--- src/rtl/shift_reg_iter.sv ---
// shift_reg_iter: loadable bidirectional shift register with a built-in
// iteration counter for the iterative divider datapath.
//
// Ports:
//   clk      rising-edge clock
//   reset_n  synchronous reset, active-low
//   D        parallel load data
//   s_L      1 = load D, 0 = shift (both qualified by E)
//   E        enable; nothing changes while low
//   dir      0 = shift toward MSB, 1 = shift toward LSB
//   mode     00 logical, 01 rotate, 10 arithmetic, 11 logical
//   w        serial-in bit for logical shifts
//   Q        register contents
//   so       bit shifted out by the last accepted shift
//   count    accepted shifts since the last load
//   busy     loaded with shifts remaining
//   done     level, set after ITER shifts; cleared by load or reset
module shift_reg_iter #(
  parameter int unsigned  WIDTH = 6,
  parameter int unsigned  ITER  = 6,
  localparam int unsigned CNT_W = $clog2(ITER + 1)
) (
  input  logic             clk,
  input  logic             reset_n,
  input  logic [WIDTH-1:0] D,
  input  logic             s_L,
  input  logic             E,
  input  logic             dir,
  input  logic [1:0]       mode,
  input  logic             w,
  output logic [WIDTH-1:0] Q,
  output logic             so,
  output logic [CNT_W-1:0] count,
  output logic             busy,
  output logic             done
);

  localparam logic [1:0] MODE_ROT   = 2'b01;
  localparam logic [1:0] MODE_ARITH = 2'b10;

  logic [WIDTH-1:0] q_q, q_d;
  logic             so_q, so_d;
  logic [CNT_W-1:0] count_q, count_d;
  logic             busy_q, busy_d;
  logic             done_q, done_d;
  logic             fill_bit;

  // Next-state: load beats shift; shifts only count while busy.
  always_comb begin
    q_d      = q_q;
    so_d     = so_q;
    count_d  = count_q;
    busy_d   = busy_q;
    done_d   = done_q;
    fill_bit = w;

    if (E) begin
      if (s_L) begin
        q_d     = D;
        count_d = '0;
        busy_d  = 1'b1;
        done_d  = 1'b0;
      end else if (busy_q) begin
        if (!dir) begin
          // Arithmetic left is identical to logical left.
          fill_bit = (mode == MODE_ROT) ? q_q[WIDTH-1] : w;
          so_d     = q_q[WIDTH-1];
          q_d      = {q_q[WIDTH-2:0], fill_bit};
        end else begin
          case (mode)
            MODE_ROT:   fill_bit = q_q[0];
            MODE_ARITH: fill_bit = q_q[WIDTH-1];
            default:    fill_bit = w;
          endcase
          so_d = q_q[0];
          q_d  = {fill_bit, q_q[WIDTH-1:1]};
        end
        count_d = count_q + CNT_W'(1);
        // Last shift of the operation retires busy and raises done together.
        if (count_q == CNT_W'(ITER - 1)) begin
          busy_d = 1'b0;
          done_d = 1'b1;
        end
      end
    end
  end

  // State register with synchronous active-low reset.
  always_ff @(posedge clk) begin
    if (!reset_n) begin
      q_q     <= '0;
      so_q    <= 1'b0;
      count_q <= '0;
      busy_q  <= 1'b0;
      done_q  <= 1'b0;
    end else begin
      q_q     <= q_d;
      so_q    <= so_d;
      count_q <= count_d;
      busy_q  <= busy_d;
      done_q  <= done_d;
    end
  end

  assign Q     = q_q;
  assign so    = so_q;
  assign count = count_q;
  assign busy  = busy_q;
  assign done  = done_q;

endmodule

--- config.mk ---
export PLATFORM = sky130hd
export DESIGN_NAME = shift_reg_iter
export DESIGN_NICKNAME = d
export VERILOG_FILES = /design/src/rtl/shift_reg_iter.sv
export SDC_FILE = /design/constraint.sdc
export NUM_CORES = 1
export LEC_CHECK = 0
export ABC_AREA = 1
export ABC_CLOCK_PERIOD_IN_PS = 1800
export CAP_MARGIN = 5
export CORE_AREA = 8 8 45 47
export CTS_CLUSTER_SIZE = 12
export DETAILED_ROUTE_END_ITERATION = 10
export DIE_AREA = 0 0 53 55
export DONT_BUFFER_PORTS = 1
export PLACE_DENSITY_LB_ADDON = 0.2
export SYNTH_ARGS = -nofsm -noshare
export SYNTH_HDL_FRONTEND = slang
export SYNTH_SLANG_ARGS = --single-unit
--- constraint.sdc ---
create_clock -name clk -period 1.8 [get_ports clk]
set_clock_uncertainty 0.05 [all_clocks]
set_input_delay 0.18 -clock clk [delete_from_list [all_inputs] [get_ports clk]]
set_output_delay 0.18 -clock clk [all_outputs]
set_load 0.1 [all_outputs]
==> flow_metrics.tcl, run 1 <==
set metrics [dict create \
    p_leak_nw 0.396 \
    rows 14 \
    critical_path.cell_chain "buf_4" \
    drc 0 \
    intPower_uw 400 \
    slew_violations 0 \
    synth_edf_count 0 \
    ant_nets 0 \
    synth.most_common_cell "nand2_1" \
    num_vias 687 \
    ff2ff_setup_slack_ns 0.74 \
    p_clk_share_pct 25.0 \
    syn_inst 95 \
    crit_cells 1 \
    cp_slowest_cell "dfxtp_1" \
    setup_viol 0 \
    cts.path.max_buffers 2 \
    path_clk_slew_ns 0.07 \
    place_inst 121 \
    gp_congestion 0.813 \
    portBuffers 0 \
    switching_share_pct 36.9 \
    r2r_cells 5 \
    fp.dieH_um 55 \
    cts_buffers 3 \
    synth_seq_cells 12 \
    synth_nets 111 \
    cts_tree "yes" \
    worstMarginPinSlew_ns 0.296 \
    via_per_inst 5.50 \
    cp_max_fo 5 \
    netlist_top_cells_area "dfxtp_1, a21oi_1, nand2_1, inv_1, nand2_4" \
    grt_pass1_vias 708 \
    endpoint_kind "output pin" \
    fin_nets 127 \
    firstDrtPassIters 4 \
    grt_pass1_wl_um 2930 \
    core_area_um2 1380 \
    ios 26 \
    synth_flop_cell "dfxtp_1" \
    die_w_um 53 \
    ys_seq_area_share_pct 34.8 \
    grtUsageTotal_pct 12.9 \
    totalWireLength_um 1710 \
    dp_hpwl_um 1370 \
    instances_no_fill 125 \
    grt_max_degree 12 \
    root_buffer "clkbuf_4" \
    ir_worst_vdd_v 0.000495 \
    die-area_um2 2920 \
    cap_violations 0 \
    hold_class "input pin to flip-flop" \
    initial_core_util_pct 49.8 \
    antenna_found_initial 0 \
    rsz0062_at_grt "false" \
    yosysUniqueCellTypes 22 \
    status "finished clean" \
    fin_hold_ws_ns 0.00241 \
    hold_violations 0 \
    p_comb_share_pct 29.2 \
    finalSetupTns_ns 0 \
    clock_sinks 12 \
    grt-ovfl-total 0 \
    yosysTopAreaCell "dfxtp_1" \
    drtIter0Drc 7 \
    final_util_pct 59.0 \
    clk_latency_ns 0.26 \
    max_freq_mhz 801 \
    fin_crit_ns 1.25 \
    finalCritPeriodShare_pct 69.4 \
    syn_avg_cell_area_um2 7.26 \
    yosys-top-cells-count "nand2_1, a21oi_1, inv_1, dfxtp_1, nand3_1" \
    routedWlPerCell_um 13.7 \
    n_antenna_cell 0 \
    worstHoldPathCells 2 \
    synth_area_um2 689 \
    synth_top_area_share_pct 34.8 \
    drive_gt1_share_pct 24.8 \
    power_density_nw_per_um2 777 \
    relSlewSlack_pct 80.3 \
    slowest_delay_ns 0.42 \
    seqPwrFrac_pct 45.8 \
    ys_async_sr_fraction_pct 0 \
    arrival_ns 1.02 \
    cts.htree.levels 1 \
    worst-path-buf-inv 1 \
    start_kind "flip-flop" \
    critical-path-top-delay-family "flip-flops" \
    post_cts_resize_count 0 \
    yosys_warnings 0 \
    area_growth_pct 18.5 \
    required_ns 1.57 \
    critPathKind "flip-flop to output pin" \
    power.switching_uw 234 \
]
logic make-up after synthesis:
logic type | Yosys count | share of synthesized area [%]
AND/OR/NAND/NOR | 38 | 28.5
AO/OA/AOI/OAI | 27 | 23.0
buffers and inverters | 16 | 9.98
flip-flops | 12 | 34.8
adder cells (fa/ha/maj) | 2 | 3.63
path summary, 6_finish.rpt:
path,from,end
max reg2reg,busy,Q[4]
min reg2reg,Q[5],Q[5]
max,Q[0],Q[0]
min,reset_n,count[2]
metal layers:
metal	vias up	GRT usage [%]	routed length, um
li1	346	-	-
met1	320	13.8	696
met2	19	23.2	850
met3	2	4.01	154
met4	0	5.17	9
met5	-	0	0
cells in the final DEF (no fill, tap or decap):
cell           count
nor2_1             5
clkbuf_4           3
nor3_1             1
nand4_1            2
a21oi_2            1
nand2_1           16
nor2_2             1
o22ai_2            1
or2_2              2
dlygate4sd3_1      1
nand3_1            6
inv_2              1
buf_4             12
o211ai_1           4
o21ai_0            5
nor2_4             1
inv_1             13
nand2_2            1
nand2_4            3
a21oi_1           15
a21o_1             1
dfxtp_1           11
ha_1               2
dfxtp_2            1
sequential cells by signal, summed over array words and instances, names as in the netlist:
| signal | count |
|---|---|
| Q | 6 |
| busy | 1 |
| count | 3 |
| done | 1 |
| so | 1 |
worst reg2reg max path, stage by stage (launching register included):
cell and delay [ns]:
dfxtp_1 0.34, nand2_2 0.10, nand2_4 0.14, inv_1 0.11
a21oi_1 0.13, a21oi_1 0.07
power by group through the flow:
stage                     Clock [mW]  Sequential, mW  Combinational [mW]
after floorplan                    0           0.388              0.0665
after global placement             0           0.296               0.183
after detailed placement           0           0.297               0.185
after CTS                      0.163           0.291               0.187
after global routing           0.169           0.292               0.199
final                          0.159           0.291               0.185
layout make-up:
class	count	area (um2)
sequential	12	241
clock buffer	3	22.5
fill	141	567
inverter	14	52.6
tap	16	20.0
timing repair buffer	13	100
multi-input combinational	67	380
through the flow:
stage / power [mW] / area, um2 / setup slack (ns)
2_1_floorplan: 0.454 / 691 / 0.0141
3_3_place_gp: 0.480 / 785 / 0.772
3_5_place_dp: 0.481 / 785 / 0.751
4_1_cts: 0.640 / 817 / 0.561
5_1_grt: 0.661 / 817 / 0.519
6_report: 0.635 / 817 / 0.551
timing repair:
action,4_1_cts,5_1_grt
setup buffers,0,0
endpoints found under the hold margin,1,0
hold buffers,1,0
No activity file was read; power rests on OpenSTA's default activity.
==> run 2: changes to the inputs <==
ABC_AREA = 0   (was 1)
ABC_CLOCK_PERIOD_IN_PS = 1300   (was 1800)
CORE_AREA = not set   (was 8 8 45 47)
CORE_MARGIN = 8   (was not set)
CORE_UTILIZATION = 55   (was not set)
DIE_AREA = not set   (was 0 0 53 55)
clock period = 1.3 ns   (was 1.8 ns; I/O delays follow)
==> run 2 against run 1 <==
  * The run now ends with negative hold slack left
  * Critical path depth unchanged
  * Synthesized area rose by 3.4%
  * Core utilization is 11 points higher
  * Global-route usage is 1.2 points higher
  * Cell area increased by 7.2%
==> flow_metrics.tcl, run 2 <==
set metrics [dict create \
    timing.final.ws_setup_ns 0.160 \
    ys_seq_area_share_pct 33.7 \
    yosys-top-cells-count "dfxtp_1, nor2_1, a21oi_1" \
    seqPwrFrac_pct 44.3 \
    grt_max_degree 17 \
    cp_slowest_cell "dfxtp_4" \
    required_ns 1.12 \
    max_freq_mhz 877 \
    ys_async_sr_fraction_pct 0 \
    yosysTopAreaCell "dfxtp_1" \
    root_buffer "clkbuf_4" \
    slew_violations 0 \
    place_inst 108 \
    crit_cells 1 \
    cts_buffers 3 \
    fp.dieH_um 52.0 \
    synth_seq_cells 12 \
    yosysUniqueCellTypes 26 \
    cts.htree.levels 1 \
    synth_flop_cell "dfxtp_1" \
    netlist_top_cells_area "dfxtp_1, a21oi_1, mux2i_1, nor2_1, nand3_1" \
    synth_area_um2 713 \
    area_growth_pct 22.8 \
    die_w_um 52.0 \
    cts_tree "yes" \
    hold_class "input pin to flip-flop" \
    drive_gt1_share_pct 32.0 \
    worst-path-buf-inv 1 \
    yosys_warnings 0 \
    num_vias 669 \
    p_comb_share_pct 22.0 \
    routed.top_layer "met4" \
    syn_inst 85 \
    worstHoldPathCells 2 \
    switching_share_pct 32.0 \
    route.met3.wl_um 159 \
    cap_violations 0 \
    path_clk_slew_ns 0.08 \
    rsz0062_at_grt "false" \
    n_antenna_cell 0 \
    intPower_uw 608 \
    dp_slack_ns 0.133 \
    relSlewSlack_pct 80.3 \
    setup_viol 0 \
    p_clk_share_pct 33.7 \
    r2r_cells 5 \
    synth_nets 101 \
    critical_path.cell_chain "buf_4" \
    fin_crit_ns 1.14 \
    routedWlPerCell_um 16.4 \
    finalCritPeriodShare_pct 87.7 \
    endpoint_kind "output pin" \
    power.switching_uw 286 \
    initial_core_util_pct 56.9 \
    power_density_nw_per_um2 1020 \
    dp_hpwl_um 1430 \
    rows 13 \
    final_util_pct 69.9 \
    fin_nets 117 \
    ant_nets 0 \
    violations "negative hold slack" \
    critPathKind "flip-flop to output pin" \
    via_per_inst 5.82 \
    nFillCells 109 \
    die-area_um2 2710 \
    gp_congestion 0.815 \
    clock_sinks 12 \
    status "finished, violations left" \
    hold_violations 1 \
    totalWireLength_um 1890 \
    antenna_found_initial 0 \
    layout_common_cells "buf_4, nor2_1, a21oi_1, dfxtp_2" \
    drtIter0Drc 8 \
    firstDrtPassIters 4 \
    grt_pass1_vias 617 \
    slowest_delay_ns 0.39 \
    finalSetupTns_ns 0 \
    layout_commonest_cell "buf_4" \
    core_area_um2 1250 \
    portBuffers 0 \
    critical-path-top-delay-family "flip-flops" \
    synth_top_area_share_pct 33.7 \
    grt-ovfl-total 0 \
    worstMarginPinSlew_ns 0.294 \
    fin_hold_ws_ns -0.00279 \
    grt_pass1_wl_um 2920 \
    grtUsageTotal_pct 14.1 \
    cts.path.max_buffers 2 \
    ir_worst_vdd_v 0.000780 \
    clk_latency_ns 0.28 \
    route.met2.wl_um 915 \
    ios 26 \
    p_leak_nw 0.361 \
    wl_met1_um 777 \
    drc 0 \
    cp_max_fo 7 \
    start_kind "flip-flop" \
    fin_total_pwr_uw 894 \
    syn_avg_cell_area_um2 8.39 \
    synth_edf_count 0 \
    arrival_ns 0.96 \
    instances_no_fill 115 \
    cts_setup_buffers 0 \
    largest_reg_flops 6 \
]
-- run 2: per-stage QoR --
| step | cell area [um2] | hold slack [ns] |
|---|---|---|
| after CTS | 876 | 0.00389 |
| after floorplan | 733 | 0.264 |
| after global routing | 876 | 0.0139 |
| after detailed placement | 810 | 0.206 |
| after global placement | 810 | 0.209 |
| final | 876 | -0.00279 |
-- run 2: final timing paths --
check	startpoint	to	slack (ns)
max	busy	busy	0.16
max reg2reg	count[0]	count[2]	0.18
min	s_L	Q[4]	-0.003
min reg2reg	Q[4]	Q[4]	0.45
-- run 2: routing by layer --
metal	up-vias	GRT usage, %
li1	330	-
met1	310	16.3
met2	23	22.8
met3	6	5.70
met4	0	5.31
met5	-	0
-- run 2: repair_timing --
item / in CTS / in global routing
hold buffers: 3 / 0
resized for setup: 0 / 1
setup endpoints to repair: 0 / 1
endpoints found under the hold margin: 7 / 0
-- run 2: area by class of cell --
| class | count | area, um2 | area share, % |
|---|---|---|---|
| Inverter | 5 | 18.8 | 2.14 |
| Multi-Input combinational cell | 63 | 414 | 47.3 |
| Sequential cell | 12 | 260 | 29.7 |
| Tap cell | 15 | 18.8 | 2.14 |
| Timing Repair Buffer | 16 | 128 | 14.6 |
| Clock buffer | 4 | 36.3 | 4.14 |
-- run 2: cell families (layout without fill, tap and decap cells) --
family | Yosys count | in the layout | synth area share (%)
simple gates | 31 | 31 | 23.9
compound gates | 24 | 24 | 22.1
flops | 12 | 12 | 33.7
buf+inv | 10 | 25 | 8.25
mux | 6 | 6 | 8.60
fa+ha+maj | 2 | 2 | 3.51
-- run 2: power groups by stage --
stage	logic, mW	registers [mW]	clock network [mW]
6_report	0.197	0.396	0.301
5_1_grt	0.207	0.398	0.326
4_1_cts	0.197	0.395	0.303
3_5_place_dp	0.185	0.404	0
3_3_place_gp	0.183	0.403	0
2_1_floorplan	0.0868	0.490	0
